--- config.mk ---
export PLATFORM = sky130hd
export DESIGN_NAME = dm_unloader
export DESIGN_NICKNAME = d
export VERILOG_FILES = /design/src/rtl/dm_unloader.sv
export SDC_FILE = /design/constraint.sdc
export NUM_CORES = 1
export LEC_CHECK = 0
export ABC_AREA = 1
export CAP_MARGIN = 30
export CORE_ASPECT_RATIO = 0.8
export CORE_MARGIN = 5
export CORE_UTILIZATION = 50
export DETAILED_ROUTE_END_ITERATION = 6
export GPL_ROUTABILITY_DRIVEN = 0
export PLACE_DENSITY = 0.74
export SLEW_MARGIN = 20
export SYNTH_ARGS = -nofsm -noshare
export SYNTH_HDL_FRONTEND = slang
export SYNTH_SLANG_ARGS = --single-unit
export TNS_END_PERCENT = 1
--- constraint.sdc ---
create_clock -name clk -period 2.45 [get_ports clk]
set_input_delay 0.3675 -clock clk [delete_from_list [all_inputs] [get_ports clk]]
set_output_delay 0.3675 -clock clk [all_outputs]
set_load 0.02 [all_outputs]
--- src/rtl/dm_unloader.sv ---
// dm_unloader: streams LEN consecutive data-memory words from BASE_ADDR onto a
// valid/ready output. A credit check against FIFO occupancy plus in-flight reads
// ensures the fixed 2-cycle memory pipeline can never overflow the output FIFO.
module dm_unloader #(
  parameter int unsigned DATA_WIDTH    = 16,
  parameter int unsigned DM_ADDR_WIDTH = 8,
  parameter int unsigned INST_WIDTH    = 32,
  parameter int unsigned FIFO_DEPTH    = 8
) (
  input  logic                      clk,
  input  logic                      rst_n,
  input  logic                      start,
  input  logic [DM_ADDR_WIDTH-1:0]  base_addr,
  input  logic [DM_ADDR_WIDTH:0]    len,
  output logic                      busy,
  output logic                      done,
  output logic [INST_WIDTH-1:0]     dm_inst,
  output logic                      dm_rden,
  input  logic [DATA_WIDTH*2-1:0]   dm_rdata0,
  output logic                      m_valid,
  input  logic                      m_ready,
  output logic [DATA_WIDTH*2-1:0]   m_data,
  output logic                      m_last
);

  localparam int unsigned DW = DATA_WIDTH * 2;
  localparam int unsigned AW = DM_ADDR_WIDTH;
  localparam int unsigned LW = DM_ADDR_WIDTH + 1;
  localparam int unsigned PW = (FIFO_DEPTH > 1) ? $clog2(FIFO_DEPTH) : 1;
  localparam int unsigned CW = $clog2(FIFO_DEPTH + 1);

  typedef enum logic [1:0] {StIdle, StIssue, StDrain} state_e;

  state_e              state_q;
  logic [AW-1:0]       addr_q;
  logic [LW-1:0]       len_q;
  logic [LW-1:0]       issued_q;
  logic [LW-1:0]       out_cnt_q;
  logic                iss_q;    // address on dm_inst this cycle
  logic                rden_q;   // read enable stage
  logic                wr_q;     // dm_rdata0 valid, push at end of cycle
  logic                busy_q;
  logic                done_q;
  logic [INST_WIDTH-1:0] inst_q;

  logic [DW-1:0]       fifo_mem [FIFO_DEPTH];
  logic [PW-1:0]       wptr_q;
  logic [PW-1:0]       rptr_q;
  logic [CW-1:0]       cnt_q;

  logic [1:0]          inflight;
  logic                credit_ok;
  logic                issue;
  logic                push;
  logic                pop;

  // Credit check, issue decision and output stream decode.
  always_comb begin
    inflight  = {1'b0, iss_q} + {1'b0, rden_q} + {1'b0, wr_q};
    credit_ok = ((CW+1)'(cnt_q) + (CW+1)'(inflight)) < (CW+1)'(FIFO_DEPTH);
    issue     = (state_q == StIssue) && credit_ok;
    push      = wr_q;
    m_valid   = (cnt_q != '0);
    pop       = m_valid && m_ready;
    m_data    = m_valid ? fifo_mem[rptr_q] : '0;
    m_last    = m_valid && (out_cnt_q == (len_q - LW'(1)));
  end

  assign busy    = busy_q;
  assign done    = done_q;
  assign dm_inst = inst_q;
  assign dm_rden = rden_q;

  // Transfer FSM, address issue and read pipeline tracking.
  always_ff @(posedge clk or negedge rst_n) begin
    if (!rst_n) begin
      state_q   <= StIdle;
      addr_q    <= '0;
      len_q     <= '0;
      issued_q  <= '0;
      out_cnt_q <= '0;
      iss_q     <= 1'b0;
      rden_q    <= 1'b0;
      wr_q      <= 1'b0;
      busy_q    <= 1'b0;
      done_q    <= 1'b0;
      inst_q    <= '0;
    end else begin
      done_q <= 1'b0;
      iss_q  <= issue;
      rden_q <= iss_q;
      wr_q   <= rden_q;
      if (issue) begin
        inst_q   <= {{(INST_WIDTH-AW){1'b0}}, addr_q};
        addr_q   <= addr_q + AW'(1);
        issued_q <= issued_q + LW'(1);
      end
      if (pop) begin
        out_cnt_q <= out_cnt_q + LW'(1);
      end
      unique case (state_q)
        StIdle: begin
          if (start) begin
            if (len != '0) begin
              state_q   <= StIssue;
              busy_q    <= 1'b1;
              addr_q    <= base_addr;
              len_q     <= len;
              issued_q  <= '0;
              out_cnt_q <= '0;
            end else begin
              done_q <= 1'b1;
            end
          end
        end
        StIssue: begin
          if (issue && (issued_q == (len_q - LW'(1)))) begin
            state_q <= StDrain;
          end
        end
        StDrain: begin
          if (pop && m_last) begin
            state_q <= StIdle;
            busy_q  <= 1'b0;
            done_q  <= 1'b1;
          end
        end
        default: state_q <= StIdle;
      endcase
    end
  end

  // FIFO storage; contents need no reset since occupancy gates visibility.
  always_ff @(posedge clk) begin
    if (push) begin
      fifo_mem[wptr_q] <= dm_rdata0;
    end
  end

  // FIFO pointers and occupancy.
  always_ff @(posedge clk or negedge rst_n) begin
    if (!rst_n) begin
      wptr_q <= '0;
      rptr_q <= '0;
      cnt_q  <= '0;
    end else begin
      if (push) begin
        wptr_q <= (wptr_q == PW'(FIFO_DEPTH - 1)) ? '0 : wptr_q + PW'(1);
      end
      if (pop) begin
        rptr_q <= (rptr_q == PW'(FIFO_DEPTH - 1)) ? '0 : rptr_q + PW'(1);
      end
      if (push && !pop) begin
        cnt_q <= cnt_q + CW'(1);
      end else if (pop && !push) begin
        cnt_q <= cnt_q - CW'(1);
      end
    end
  end

endmodule

Word-level counts from Yosys, hierarchy flattened
Memories as Yosys holds them, arrays and structs flattened.
Cells that the tools add are included.

word-level totals
  register bits after elaboration = 60
  bits in writable memories = 256
  bits of input ports = 53
  output and inout bits = 69
  logic and storage cells = 86
  memories = 1

memories
  name      depth  bits a word  rd ports  clocked after memory_dff  write ports  line  RTL
  fifo_mem  8      32           1         0                         1            46    logic [DW-1:0] fifo_mem [FIFO_DEPTH];

cells by class
  add/sub/neg operators = 11
  order comparisons = 1
  equality and inequality tests = 10
  mux-type cells = 32
  reduce and logical (&&, ||, !) cells = 17

operators with widths
  kind                                                                  number
  9-bit two-way mux                                                     8
  32-bit two-way mux                                                    1
  8-bit two-way mux                                                     4
  9-bit by 1-bit adder with 9-bit output, second input constant         2
  9-bit == test                                                         2
  9-bit nonzero test                                                    1
  9-bit by 1-bit subtractor with 9-bit output, second input constant    1
  8-bit by 1-bit adder with 8-bit output, second input constant         1
  1-bit two-way mux                                                     8
  2-bit two-way mux                                                     4
  4-bit two-way mux                                                     2
  4-bit AND reduction                                                   2
  1-bit logical AND                                                     7
  3-bit by 1-bit adder with 3-bit output, second input constant         2
  3-bit == test, second input constant                                  2
  3-bit two-way mux                                                     2
  2-bit != test, second input constant                                  3
  2-bit case mux with 3 select lines                                    1
  4-bit by 2-bit adder with 5-bit output                                1
  5-bit by 4-bit < comparator with 1-bit output, second input constant  1
  4-bit by 1-bit adder with 4-bit output, second input constant         1
  1-bit case mux with 2 select lines                                    2
  2-bit nonzero test                                                    2
  4-bit nonzero test                                                    1
  other kinds (9)                                                       10

Depth between registers and ports, before layout
Gate-level depths: netlist (run 1).

  depth in word-level cells = 9
  mapped depth = 15
  mapped depth without buffers = 15

Worst setup path after synthesis (run 1)
No wires, ideal clock.

  path type = reg-to-reg
  from = register wr_q, in the netlist push
  to = memory fifo_mem[1][0] (netlist bit), enable pin
  library setup time = 0.421 ns
  data arrival time = 1.973 ns
  required time = 2.029 ns
  slack = 0.056 ns
  cell stages (with the launch flop) = 3
  path buffers = 0
  period minus slack after synthesis = 2.394 ns
  cell sequence = dfrtp_1 nand2_1 nor2_1

on the way
  cells in the longest elaborated chain, start to end = 2

RTL lines
  element                                  line  RTL
  from (decl)                              41    logic wr_q;
  from (signal assigned)                   92    wr_q <= rden_q;
  1-bit two-way mux                        135   if (push) begin
  1-bit two-way mux (implied by the code)  136   fifo_mem[wptr_q] <= dm_rdata0;
  to (decl)                                46

Every way passes these cells.

Worst setup path in the final report (run 1)
  from = register len_q[1]
  to = output port m_last

on the way
  cells in the longest elaborated chain, start to end = 3

RTL lines
  element                                      line  RTL
  from (decl)                                  36    logic [LW-1:0] len_q;
  from (signal assigned)                       108   len_q <= len;
  9-bit by 1-bit subtractor with 9-bit output  66    m_last = m_valid && (out_cnt_q == (len_q - LW'(1)));
  9-bit == test                                66
  1-bit logical AND                            66
  to (decl)                                    23    output logic m_last

Every way passes these cells.

==> run_summary.xml, run 1 <==
<?xml version="1.0" encoding="UTF-8"?>
<metrics>
  <group name="routing">
    <metric name="route.antenna.remaining_nets" unit="">0</metric>
    <metric name="met2WireLength" unit="um">14600</metric>
    <metric name="drt_wirelength" unit="um">30200</metric>
    <metric name="drt_iter0_drc" unit="">784</metric>
    <metric name="top_layer" unit="">met4</metric>
    <metric name="routedWlPerCell" unit="um">17.5</metric>
    <metric name="firstDrtPassIters" unit="">5</metric>
    <metric name="route.layer.met1.wl" unit="um">13300</metric>
    <metric name="drc" unit="">0</metric>
    <metric name="dr_total_vias" unit="">9207</metric>
    <metric name="viasPerCell" unit="">5.34</metric>
    <metric name="total_length_of_routed_met3_wires" unit="um">1760</metric>
  </group>
  <group name="synth">
    <metric name="synthMuxAreaShare" unit="">0.000743</metric>
    <metric name="post_syn_area" unit="um2">13500</metric>
    <metric name="synth_top_cell_by_area" unit="">sky130_fd_sc_hd__edfxtp_1</metric>
    <metric name="synth-seq-area-share" unit="">0.682</metric>
    <metric name="synth_compound_area_frac" unit="">0.110</metric>
    <metric name="synth_async_sr_flop_share" unit="">0.190</metric>
    <metric name="post_synth_and_or_nand_nor_area_fraction" unit="">0.130</metric>
    <metric name="post_synth_num_cell_types" unit="">40</metric>
    <metric name="postSynth.topFlopCell" unit="">sky130_fd_sc_hd__edfxtp_1</metric>
    <metric name="syn-instance-count" unit="">1194</metric>
    <metric name="post_synth_fa_ha_maj_area_fraction" unit="">0.0141</metric>
    <metric name="postSynthAreaPerCell" unit="um2">11.3</metric>
    <metric name="synth.ff_latch_count" unit="">316</metric>
    <metric name="combinational_family_with_the_most_area_after_synthesis" unit="">simple AND/OR/NAND/NOR gates</metric>
    <metric name="netlist.area_leader.share" unit="">0.571</metric>
    <metric name="synth_enable_flop_cells" unit="">256</metric>
    <metric name="synth.top_cells.by_area" unit="">sky130_fd_sc_hd__edfxtp_1 (57%), sky130_fd_sc_hd__dfrtp_1 (11%), sky130_fd_sc_hd__o21ai_0 (7.1%), sky130_fd_sc_hd__nor2_1 (6.8%), sky130_fd_sc_hd__nand2_1 (3.0%)</metric>
    <metric name="synth-warning-count" unit="">0</metric>
    <metric name="xor_and_xnor_fraction_of_the_mapped_netlist_area" unit="">0.0142</metric>
  </group>
  <group name="worst_setup_path">
    <metric name="setup.worst_path.start" unit="">len_q[1]</metric>
    <metric name="worst-endpoint-arrival" unit="ns">2.16</metric>
    <metric name="r2r.worst_path.cells" unit="">19</metric>
    <metric name="critical_path.max_fanout" unit="">2</metric>
    <metric name="worst_ep_required_time" unit="ns">2.08</metric>
    <metric name="worstSetupPathType" unit="">reg -&gt; out</metric>
    <metric name="r2r-start" unit="">len_q[1]</metric>
    <metric name="setup_crit_end_kind" unit="">output pin</metric>
    <metric name="worstSetupStartpointType" unit="">register</metric>
  </group>
  <group name="power_and_ir_drop">
    <metric name="power.ir.vdd_worst" unit="uV">700</metric>
    <metric name="power_density" unit="nW/um2">1340</metric>
    <metric name="leakage_power_total" unit="uW">0.00619</metric>
    <metric name="power" unit="uW">22300</metric>
  </group>
  <group name="placed_design">
    <metric name="io_buffer_count" unit="">97</metric>
    <metric name="placed_cell_areas" unit="um2">15200</metric>
    <metric name="dpl.hpwl" unit="um">17700</metric>
  </group>
  <group name="clocking">
    <metric name="root_buffer" unit="">sky130_fd_sc_hd__clkbuf_16</metric>
    <metric name="tritoncts" unit="">done</metric>
    <metric name="insertion_delay" unit="ns">0.51</metric>
    <metric name="htree_num_levels" unit="">2</metric>
    <metric name="clk_path_buf_depth" unit="">3</metric>
    <metric name="cts_made_buffers" unit="">34</metric>
    <metric name="clkTransAtPathRegs" unit="ns">0.06</metric>
    <metric name="clkSinkCount" unit="">316</metric>
  </group>
  <group name="floorplan">
    <metric name="chipHeight" unit="um">157</metric>
    <metric name="floorplan.die.width" unit="um">194</metric>
    <metric name="floorplan.rows" unit="">53</metric>
    <metric name="start_util" unit="">0.510</metric>
    <metric name="io_count" unit="">122</metric>
    <metric name="floorplan.die_area" unit="um2">30300</metric>
    <metric name="placeableCoreArea" unit="um2">26400</metric>
  </group>
  <group name="layout">
    <metric name="layout_cell_share_with_drive_strength_beyond_1" unit="">0.150</metric>
    <metric name="n_fill_cell" unit="">1972</metric>
    <metric name="finish.instance_area" unit="um2">16600</metric>
    <metric name="num-nets-final" unit="">1411</metric>
    <metric name="synthToLayoutAreaGrowth" unit="%">23.0</metric>
  </group>
  <group name="timing">
    <metric name="final-setup-viol-count" unit="">10</metric>
    <metric name="final_period_minus_worst_setup_slack" unit="ns">2.52</metric>
    <metric name="timing.clock.skew" unit="ns">0.0231</metric>
    <metric name="timing.slew.headroom" unit="">0.593</metric>
    <metric name="holdWs" unit="ns">0.408</metric>
    <metric name="timing_max_transition_violations_final" unit="">0</metric>
    <metric name="max_freq" unit="MHz">396</metric>
    <metric name="period_share" unit="">1.03</metric>
    <metric name="fin_ws" unit="ns">-0.0731</metric>
    <metric name="worst_slew_pin_slew" unit="ns">0.610</metric>
    <metric name="rsz0062_at_grt" unit="">yes</metric>
    <metric name="hold_violations" unit="">0</metric>
  </group>
  <group name="min_path">
    <metric name="min-delay-path-class" unit="">reg -&gt; reg</metric>
    <metric name="worst_hold_path.num_cells" unit="">0</metric>
    <metric name="hp-start" unit="">iss_q</metric>
  </group>
  <group name="global_routing">
    <metric name="wire_length_of_the_first_global_routing_pass" unit="um">48100</metric>
    <metric name="grt.total_usage" unit="">0.196</metric>
    <metric name="grt_pass1_vias" unit="">9046</metric>
    <metric name="number_of_antenna_violations_at_the_first_check_in_global_routing" unit="">2</metric>
    <metric name="maximum_number_of_pins_on_one_net_before_global_route_repair" unit="">43</metric>
    <metric name="grt.overflow.total" unit="">0</metric>
  </group>
  <group name="status">
    <metric name="violated_checks" unit="">negative setup slack</metric>
    <metric name="run_status" unit="">finished with violations</metric>
  </group>
  <group name="job">
    <metric name="max_cap_violations" unit="">0</metric>
  </group>
</metrics>
-- cell usage after synthesis (5+ instances only) --
cell type and count:
sky130_fd_sc_hd__a21oi_1 10, sky130_fd_sc_hd__a31oi_1 33, sky130_fd_sc_hd__buf_2 10, sky130_fd_sc_hd__buf_4 24, sky130_fd_sc_hd__clkbuf_1 46, sky130_fd_sc_hd__dfrtp_1 60
sky130_fd_sc_hd__edfxtp_1 256, sky130_fd_sc_hd__ha_1 12, sky130_fd_sc_hd__inv_1 53, sky130_fd_sc_hd__nand2_1 109, sky130_fd_sc_hd__nand3_1 29, sky130_fd_sc_hd__nand4_1 5
sky130_fd_sc_hd__nor2_1 245, sky130_fd_sc_hd__nor3_1 10, sky130_fd_sc_hd__o21ai_0 191, sky130_fd_sc_hd__o21ai_1 6, sky130_fd_sc_hd__o22ai_1 33, sky130_fd_sc_hd__xor2_1 16
-- metal layers --
metal	track usage	vias to the layer above
met2	0.325	321
met3	0.0299	48
met4	0.0519	0
li1	-	4447
met1	0.275	4391
met5	0	-
-- report_power, final --
| part | internal [uW] | switching (uW) |
|---|---|---|
| sequential | 6900 | 528 |
| combinational | 4000 | 5920 |
| clock | 2920 | 1980 |
-- path summary, 6_finish.rpt --
| path | end | slack [ns] |
|---|---|---|
| worst max-delay path | m_last | -0.07 |
| worst min-delay path | dm_rden | 0.41 |
| worst max register to register | state_q[1] | -0.03 |
| worst min register to register | dm_rden | 0.41 |
| max in group asynchronous | dm_rden | 1.39 |
| min in group asynchronous | issued_q[0] | 0.42 |
-- flip-flops by register name (all words and copies together), names as in the netlist --
| signal | flops |
|---|---|
| state_q | 2 |
| push | 1 |
| dm_rden | 1 |
| addr_q | 8 |
| issued_q | 9 |
| done | 1 |
| rptr_q | 3 |
| busy | 1 |
| dm_inst | 8 |
| iss_q | 1 |
| wptr_q | 3 |
| out_cnt_q | 9 |
| fifo_mem | 256 |
| cnt_q | 4 |
| len_q | 9 |
-- stage by stage --
stage | TNS (ns) | utilization | worst slack [ns] | std cells
finish | -0.345 | 0.628 | -0.0731 | 1725
global route | -2.57 | 0.628 | -0.223 | 1725
CTS | -1.12 | 0.622 | -0.0901 | 1717
detailed placement | -0.112 | 0.576 | -0.0748 | 1646
global placement | -0.0191 | 0.576 | -0.0191 | 1646
floorplan | 0 | - | 0.0559 | 1217
-- worst max-delay path, stage by stage (launching register included) --
cell and delay (ns):
sky130_fd_sc_hd__dfrtp_1 0.39, sky130_fd_sc_hd__inv_2 0.09, sky130_fd_sc_hd__ha_4 0.21, sky130_fd_sc_hd__xnor2_2 0.13, sky130_fd_sc_hd__nor2_2 0.14, sky130_fd_sc_hd__nand2_1 0.08, sky130_fd_sc_hd__nor2_1 0.10, sky130_fd_sc_hd__nand2_1 0.06
sky130_fd_sc_hd__nor2_1 0.09, sky130_fd_sc_hd__nand3_1 0.11, sky130_fd_sc_hd__nor2_4 0.13, sky130_fd_sc_hd__buf_6 0.13
-- kinds of logic after synthesis --
logic type | Yosys count
AOI/OAI and AO/OA | 278
muxes | 1
DFF | 316
adders and majority gates | 14
buffers and inverters | 143
other | 1
xor gates and xnor gates | 21
and+or+nand+nor | 420
-- final cells by class --
cell class,instances,area (um2),share of cell area
Sequential cell,316,9190,0.555
Multi-Input combinational cell,758,3860,0.233
Timing Repair Buffer,175,1750,0.106
Clock buffer,38,887,0.0536
Tap cell,357,447,0.0270
Inverter,59,239,0.0144
Clock inverter,20,185,0.0112
Antenna cell,2,5.00,0.000302
-- timing repair --
| item | in CTS | in global routing |
|---|---|---|
| setup buffers | 9 | 6 |
| pin swaps | 5 | 18 |
| hold endpoints to repair | 19 | 0 |
| hold buffers | 1 | 0 |
| resized for setup | 186 | 79 |
| endpoints found under the setup margin | 33 | 38 |
| cloned | 3 | 0 |
-- cell usage in the layout, fill, tap and decap left out, drive strengths merged, types with 10 or more instances in the layout --
master           n
nand2          113
o21ai          197
o22ai           33
a21oi           10
clkdlybuf4s50   63
clkbuf          38
edfxtp         256
dfrtp           60
nand3           32
inv             57
xor2            17
nor3            12
a31oi           33
ha              12
buf            110
clkinv          19
conb            24
nor2           253
Power figures use the tool's default switching activity.
==> run 2, diff against run 1 <==
Settings changed: CORE_UTILIZATION 50 to 52, PLACE_DENSITY 0.74 to 0.76, RECOVER_POWER from default to 100.
==> run 2 against run 1 <==
The run ends with max-capacitance violations, max-slew violations, negative setup slack left. Sequential cell count stayed put. Global-route usage rose by 0.88 points. Core utilization rose by 2.1 points. Critical path depth down 3. Cell area is 0.32% lower. Hold slack got worse by 0.049 ns. Maximum frequency down 4.5%. Largest power group unchanged. Routed wire length grew 4.5%.
==> run_summary.xml, run 2 (synthesized netlist as in run 1, its figures left out) <==
<?xml version="1.0" encoding="UTF-8"?>
<metrics>
  <group name="job">
    <metric name="max_cap_violations" unit="">1</metric>
  </group>
  <group name="global_routing">
    <metric name="number_of_antenna_violations_at_the_first_check_in_global_routing" unit="">1</metric>
    <metric name="maximum_number_of_pins_on_one_net_before_global_route_repair" unit="">47</metric>
    <metric name="wire_length_of_the_first_global_routing_pass" unit="um">48500</metric>
    <metric name="grt.overflow.total" unit="">0</metric>
    <metric name="grt.total_usage" unit="">0.204</metric>
    <metric name="grt_pass1_vias" unit="">9235</metric>
  </group>
  <group name="power_and_ir_drop">
    <metric name="internal_power" unit="uW">13600</metric>
    <metric name="power_density" unit="nW/um2">1340</metric>
    <metric name="pwr-share-comb" unit="">0.456</metric>
    <metric name="p_switching" unit="uW">8560</metric>
    <metric name="power.ir.vdd_worst" unit="uV">816</metric>
    <metric name="power_share_of_the_clock_group" unit="">0.207</metric>
    <metric name="leakage_power_total" unit="uW">0.00617</metric>
    <metric name="sw_frac_of_total" unit="">0.387</metric>
    <metric name="fraction_of_power_consumed_by_sequential_logic" unit="">0.337</metric>
  </group>
  <group name="clocking">
    <metric name="tritoncts" unit="">done</metric>
    <metric name="clkSinkCount" unit="">316</metric>
    <metric name="cts_made_buffers" unit="">31</metric>
    <metric name="clk_path_buf_depth" unit="">3</metric>
    <metric name="root_buffer" unit="">sky130_fd_sc_hd__clkbuf_16</metric>
    <metric name="htree_num_levels" unit="">1</metric>
    <metric name="clkTransAtPathRegs" unit="ns">0.06</metric>
    <metric name="insertion_delay" unit="ns">0.56</metric>
  </group>
  <group name="timing">
    <metric name="rsz0062_at_grt" unit="">yes</metric>
    <metric name="timing_max_transition_violations_final" unit="">27</metric>
    <metric name="period_share" unit="">1.08</metric>
    <metric name="timing.slew.headroom" unit="">-0.00888</metric>
    <metric name="holdWs" unit="ns">0.360</metric>
    <metric name="hold_violations" unit="">0</metric>
    <metric name="final_period_minus_worst_setup_slack" unit="ns">2.64</metric>
    <metric name="fin_ws" unit="ns">-0.193</metric>
    <metric name="max_freq" unit="MHz">378</metric>
    <metric name="final-setup-viol-count" unit="">28</metric>
    <metric name="timing.clock.skew" unit="ns">0.00963</metric>
    <metric name="worst_slew_pin_slew" unit="ns">1.51</metric>
  </group>
  <group name="placed_design">
    <metric name="dpl.hpwl" unit="um">18000</metric>
    <metric name="numPlacedInstances" unit="">1645</metric>
    <metric name="place_worst_setup_slack" unit="ns">-0.0508</metric>
    <metric name="placed_cell_areas" unit="um2">15300</metric>
    <metric name="io_buffer_count" unit="">97</metric>
  </group>
  <group name="worst_setup_path">
    <metric name="worstSetupStartpointType" unit="">register</metric>
    <metric name="timing.reg2reg.setup_slack" unit="ns">0.07</metric>
    <metric name="critPathSlowestCell" unit="">sky130_fd_sc_hd__dfrtp_4</metric>
    <metric name="timing.critical_path.slowest_cell_delay" unit="ns">0.55</metric>
    <metric name="critical_path.endpoint" unit="">m_data[12]</metric>
    <metric name="worst-endpoint-arrival" unit="ns">2.28</metric>
    <metric name="r2r.worst_path.cells" unit="">12</metric>
    <metric name="worst_r2r_endpoint" unit="">cnt_q[3]</metric>
    <metric name="worstSetupPathType" unit="">reg -&gt; out</metric>
    <metric name="r2r-start" unit="">cnt_q[2]</metric>
    <metric name="critical_path.max_fanout" unit="">11</metric>
    <metric name="setup_crit_end_kind" unit="">output pin</metric>
    <metric name="crit_chain" unit="">buf_12, buf_16, buf_12, nor2_1, nor2_1, o21ai_0, a31oi_1, buf_4</metric>
    <metric name="worst_ep_required_time" unit="ns">2.08</metric>
    <metric name="setup.worst_path.start" unit="">rptr_q[0]</metric>
  </group>
  <group name="floorplan">
    <metric name="io_count" unit="">122</metric>
    <metric name="chipHeight" unit="um">154</metric>
    <metric name="floorplan.die_area" unit="um2">29200</metric>
    <metric name="start_util" unit="">0.530</metric>
    <metric name="placeableCoreArea" unit="um2">25400</metric>
    <metric name="floorplan.rows" unit="">52</metric>
    <metric name="floorplan.die.width" unit="um">190</metric>
  </group>
  <group name="status">
    <metric name="run_status" unit="">finished with violations</metric>
    <metric name="violated_checks" unit="">max-capacitance violations, max-slew violations, negative setup slack</metric>
  </group>
  <group name="routing">
    <metric name="viasPerCell" unit="">5.51</metric>
    <metric name="firstDrtPassIters" unit="">5</metric>
    <metric name="drt_iter0_drc" unit="">988</metric>
    <metric name="route.antenna.remaining_nets" unit="">0</metric>
    <metric name="dr_total_vias" unit="">9462</metric>
    <metric name="routedWlPerCell" unit="um">18.4</metric>
    <metric name="drt_wirelength" unit="um">31600</metric>
    <metric name="drc" unit="">0</metric>
  </group>
  <group name="layout">
    <metric name="finish.instance_area" unit="um2">16500</metric>
    <metric name="largest-register" unit="">fifo_mem</metric>
    <metric name="most_frequent_cells_in_the_layout" unit="">sky130_fd_sc_hd__edfxtp_1 (256), sky130_fd_sc_hd__nor2_1 (236), sky130_fd_sc_hd__o21ai_0 (155)</metric>
    <metric name="layoutNonFillerInstCount" unit="">1718</metric>
    <metric name="finish.utilization" unit="">0.649</metric>
    <metric name="layout_cell_share_with_drive_strength_beyond_1" unit="">0.144</metric>
    <metric name="largest_reg_flops" unit="">256</metric>
    <metric name="synthToLayoutAreaGrowth" unit="%">22.6</metric>
    <metric name="layout.cells.most_common" unit="">sky130_fd_sc_hd__edfxtp_1</metric>
    <metric name="num-nets-final" unit="">1411</metric>
    <metric name="final_antenna_diode_count" unit="">0</metric>
  </group>
  <group name="min_path">
    <metric name="min-delay-path-class" unit="">in -&gt; reg</metric>
  </group>
</metrics>
-- run 2: routing by layer --
| metal | global-route usage | part of all wire | vias up |
|---|---|---|---|
| li1 | - | - | 4457 |
| met1 | 0.285 | 0.43 | 4602 |
| met2 | 0.341 | 0.48 | 355 |
| met3 | 0.0313 | 0.072 | 46 |
| met4 | 0.0510 | 0.018 | 2 |
| met5 | 0 | 0.00022 | - |
-- run 2: how the worst min path moves through the flow --
stage | from | to | slack (ns) | cells after the start
after floorplan | rst_n | addr_q[0] | 0.07 | 0
final | base_addr[0] | addr_q[0] | 0.36 | 3
after global routing | base_addr[0] | addr_q[0] | 0.35 | 3
after detailed placement | iss_q | dm_rden | 0.40 | 0
after global placement | rst_n | dm_inst[7] | 0.40 | 1
after CTS | base_addr[0] | addr_q[0] | 0.34 | 3
-- run 2: stage by stage --
step	TNS [ns]	power [uW]
6_report	-2.29	22100
2_1_floorplan	0	13000
5_1_grt	-5.61	23400
3_3_place_gp	-0.0334	16600
4_1_cts	-3.16	21700
3_5_place_dp	-0.0969	16900
-- run 2: repair_timing --
action / in CTS / in global routing
cloned: 4 / 5
hold buffers: 1 / 0
buffers inserted: 1 / 6
hold endpoints to repair: 23 / 0
endpoints found under the setup margin: 34 / 36
pin swaps: 9 / 11
resized for setup: 189 / 60
-- run 2: layout make-up --
cell class	count	area (um2)
fillers	1880	8930
repair buffers	178	1840
inverters	59	239
clock buffers	37	798
flip-flops and latches	316	9190
well taps	351	439
clock inverters	19	170
multi-input cells	758	3830
-- run 2: critical path: cells and delay by family (launching register included) --
| kind | cells | cell delay [ns] |
|---|---|---|
| buf+inv | 4 | 0.64 |
| flops | 1 | 0.55 |
| compound gates | 2 | 0.40 |
| simple gates | 2 | 0.14 |
-- run 2: power by group through the flow --
stage	sequential, uW	combinational [uW]	clock, uW
floorplan	7500	5490	0
global placement	7480	9120	0
detailed placement	7510	9360	0
CTS	7440	9610	4630
global route	7560	11000	4890
finish	7460	10100	4580
==> run 3, diff against run 2 <==
--- a/config.mk
+++ b/config.mk
@@ -13,4 +13,5 @@
 export DETAILED_ROUTE_END_ITERATION = 6
 export GPL_ROUTABILITY_DRIVEN = 0
+export GPL_TIMING_DRIVEN = 1
 export PLACE_DENSITY = 0.76
 export RECOVER_POWER = 100
==> constraint.sdc (replaced) <==
create_clock -name clk -period 2.45 [get_ports clk]
set_input_delay 0.3675 -clock clk [delete_from_list [all_inputs] [get_ports clk]]
set_output_delay 0.3675 -clock clk [all_outputs]
set_load 0.05 [all_outputs]
==> run 3 against run 2 <==
The flow finishes with violations (negative setup slack). Sequential power about the same. Core utilization increased by 0.76 points. Routed wire length shrank 1.1%. Sequential share of layout area decreased by 0.61 points. Cell area is 1.2% higher.
==> run_summary.xml, run 3 (synthesized netlist as in run 1, its figures left out) <==
<?xml version="1.0" encoding="UTF-8"?>
<metrics>
  <group name="status">
    <metric name="run_status" unit="">finished with violations</metric>
    <metric name="violated_checks" unit="">negative setup slack</metric>
  </group>
  <group name="power_and_ir_drop">
    <metric name="internal_power" unit="uW">14700</metric>
    <metric name="power_density" unit="nW/um2">1490</metric>
    <metric name="p_switching" unit="uW">10200</metric>
    <metric name="sw_frac_of_total" unit="">0.410</metric>
    <metric name="power_share_of_the_clock_group" unit="">0.203</metric>
    <metric name="pwr-share-comb" unit="">0.497</metric>
    <metric name="fraction_of_power_consumed_by_sequential_logic" unit="">0.300</metric>
    <metric name="leakage_power_total" unit="uW">0.00624</metric>
    <metric name="power.ir.vdd_worst" unit="uV">1140</metric>
  </group>
  <group name="timing">
    <metric name="final_period_minus_worst_setup_slack" unit="ns">2.63</metric>
    <metric name="worst_slew_pin_slew" unit="ns">1.46</metric>
    <metric name="timing.slew.headroom" unit="">0.0268</metric>
    <metric name="period_share" unit="">1.08</metric>
    <metric name="timing_max_transition_violations_final" unit="">0</metric>
    <metric name="final-setup-viol-count" unit="">34</metric>
    <metric name="setup-tns-final" unit="ns">-2.57</metric>
    <metric name="fin_ws" unit="ns">-0.185</metric>
    <metric name="holdWs" unit="ns">0.363</metric>
    <metric name="rsz0062_at_grt" unit="">yes</metric>
    <metric name="max_freq" unit="MHz">380</metric>
    <metric name="timing.clock.skew" unit="ns">0.0196</metric>
    <metric name="hold_violations" unit="">0</metric>
  </group>
  <group name="floorplan">
    <metric name="floorplan.die_area" unit="um2">29200</metric>
    <metric name="floorplan.rows" unit="">52</metric>
    <metric name="start_util" unit="">0.530</metric>
    <metric name="placeableCoreArea" unit="um2">25400</metric>
    <metric name="io_count" unit="">122</metric>
    <metric name="floorplan.die.width" unit="um">190</metric>
    <metric name="chipHeight" unit="um">154</metric>
  </group>
  <group name="worst_setup_path">
    <metric name="critical_path.max_fanout" unit="">4</metric>
    <metric name="worstSetupPathType" unit="">reg -&gt; out</metric>
    <metric name="worstSetupStartpointType" unit="">register</metric>
    <metric name="cp_num_buf_inv" unit="">3</metric>
    <metric name="critPathSlowestCell" unit="">sky130_fd_sc_hd__dfrtp_2</metric>
    <metric name="worst-endpoint-arrival" unit="ns">2.27</metric>
    <metric name="setup_crit_end_kind" unit="">output pin</metric>
    <metric name="critical_path.top_delay_family" unit="">simple AND/OR/NAND/NOR gates</metric>
    <metric name="worst_ep_required_time" unit="ns">2.08</metric>
    <metric name="timing.reg2reg.setup_slack" unit="ns">-0.01</metric>
    <metric name="crit_chain" unit="">inv_1, nand2_1, nor2_4, nand3_1, nand3_1, inv_1, nor2_1, nand3_1, nor2_4, buf_12</metric>
    <metric name="crit_top_cell" unit="">sky130_fd_sc_hd__nand3_1</metric>
    <metric name="timing.critical_path.slowest_cell_delay" unit="ns">0.47</metric>
  </group>
  <group name="clocking">
    <metric name="clkSinkCount" unit="">316</metric>
    <metric name="clkTransAtPathRegs" unit="ns">0.07</metric>
    <metric name="tritoncts" unit="">done</metric>
    <metric name="root_buffer" unit="">sky130_fd_sc_hd__clkbuf_16</metric>
    <metric name="clk_path_buf_depth" unit="">3</metric>
    <metric name="htree_num_levels" unit="">1</metric>
    <metric name="cts_made_buffers" unit="">31</metric>
    <metric name="insertion_delay" unit="ns">0.56</metric>
  </group>
  <group name="job">
    <metric name="max_cap_violations" unit="">0</metric>
  </group>
  <group name="layout">
    <metric name="finish.instance_area" unit="um2">16700</metric>
    <metric name="num-nets-final" unit="">1389</metric>
    <metric name="final_antenna_diode_count" unit="">0</metric>
    <metric name="layout.cells.most_common" unit="">sky130_fd_sc_hd__edfxtp_1</metric>
    <metric name="synthToLayoutAreaGrowth" unit="%">24.0</metric>
    <metric name="largest_reg_flops" unit="">256</metric>
    <metric name="most_frequent_cells_in_the_layout" unit="">sky130_fd_sc_hd__edfxtp_1 (256), sky130_fd_sc_hd__nor2_1 (234), sky130_fd_sc_hd__o21ai_0 (172)</metric>
    <metric name="layout_cell_share_with_drive_strength_beyond_1" unit="">0.152</metric>
    <metric name="layoutNonFillerInstCount" unit="">1697</metric>
    <metric name="largest-register" unit="">fifo_mem</metric>
  </group>
  <group name="placed_design">
    <metric name="numPlacedInstances" unit="">1612</metric>
    <metric name="placed_cell_areas" unit="um2">15100</metric>
    <metric name="place_worst_setup_slack" unit="ns">0.0767</metric>
    <metric name="io_buffer_count" unit="">97</metric>
    <metric name="dpl.hpwl" unit="um">16800</metric>
  </group>
  <group name="global_routing">
    <metric name="wire_length_of_the_first_global_routing_pass" unit="um">49300</metric>
    <metric name="maximum_number_of_pins_on_one_net_before_global_route_repair" unit="">49</metric>
    <metric name="grt.total_usage" unit="">0.209</metric>
    <metric name="grt.overflow.total" unit="">0</metric>
    <metric name="number_of_antenna_violations_at_the_first_check_in_global_routing" unit="">1</metric>
    <metric name="grt_pass1_vias" unit="">9374</metric>
  </group>
  <group name="routing">
    <metric name="drc" unit="">0</metric>
    <metric name="dr_total_vias" unit="">9309</metric>
    <metric name="drt_wirelength" unit="um">31300</metric>
    <metric name="route.antenna.remaining_nets" unit="">0</metric>
    <metric name="drt_iter0_drc" unit="">795</metric>
    <metric name="firstDrtPassIters" unit="">5</metric>
    <metric name="viasPerCell" unit="">5.49</metric>
    <metric name="routedWlPerCell" unit="um">18.4</metric>
  </group>
  <group name="min_path">
    <metric name="min-delay-path-class" unit="">in -&gt; reg</metric>
  </group>
</metrics>
## run 3: path summary, 6_finish.rpt
kind                              start         end  depth (start not counted)
max                            len_q[2]      m_last                         10
min                        base_addr[0]   addr_q[0]                          3
max reg2reg                    len_q[0]  state_q[1]                         20
min reg2reg                       iss_q     dm_rden                          0
max in group asynchronous         rst_n    len_q[2]                          3
min in group asynchronous         rst_n  dm_inst[6]                          2
## run 3: power groups by stage
stage	sequential (uW)	clock, uW	combinational [uW]
2_1_floorplan	7670	0	6820
5_1_grt	7570	5360	13300
4_1_cts	7430	5110	12100
3_3_place_gp	7490	0	10600
6_report	7470	5060	12400
3_5_place_dp	7530	0	10800
## run 3: stage by stage
stage               total power, uW   util
finish                        24900  0.657
global route                  26300  0.657
CTS                           24600  0.656
detailed placement            18300  0.594
global placement              18100  0.594
floorplan                     14500      -
## run 3: what timing repair did
item,in CTS,in global routing
pin swaps,10,14
buffers inserted,17,4
hold buffers,1,0
setup endpoints to repair,33,37
cloned,7,0
resized for setup,43,37
hold endpoints to repair,24,0
## run 3: final cells by class
class	instances	area, um2
multi-input combinational	758	3890
timing repair buffer	156	1850
fill	1785	8740
clock buffer	32	779
clock inverter	25	310
sequential	316	9200
tap	351	439
inverter	59	239
## run 3: routing by layer
layer,routed length (um),GRT usage,share of wire,vias up
met2,15200,0.344,0.49,371
met1,13000,0.289,0.42,4463
li1,-,-,-,4409
met3,2380,0.0369,0.076,64
met4,670,0.0568,0.021,2
met5,7,0,0.00022,-
## run 3: worst reg2reg max path: stages, from the launching register on
cell and delay (ns):
sky130_fd_sc_hd__dfrtp_2 0.41, sky130_fd_sc_hd__inv_2 0.08, sky130_fd_sc_hd__ha_4 0.21, sky130_fd_sc_hd__xnor2_2 0.13, sky130_fd_sc_hd__nor2_2 0.14, sky130_fd_sc_hd__buf_4 0.13
sky130_fd_sc_hd__buf_6 0.09, sky130_fd_sc_hd__buf_6 0.08, sky130_fd_sc_hd__buf_6 0.08, sky130_fd_sc_hd__buf_6 0.08, sky130_fd_sc_hd__buf_6 0.09, sky130_fd_sc_hd__buf_6 0.08
sky130_fd_sc_hd__buf_6 0.08, sky130_fd_sc_hd__buf_6 0.08, sky130_fd_sc_hd__inv_2 0.03, sky130_fd_sc_hd__nor3_2 0.10, sky130_fd_sc_hd__nand3_1 0.12, sky130_fd_sc_hd__nor2_2 0.13
sky130_fd_sc_hd__nand3_1 0.07, sky130_fd_sc_hd__nand2_1 0.07, sky130_fd_sc_hd__nand2_1 0.05
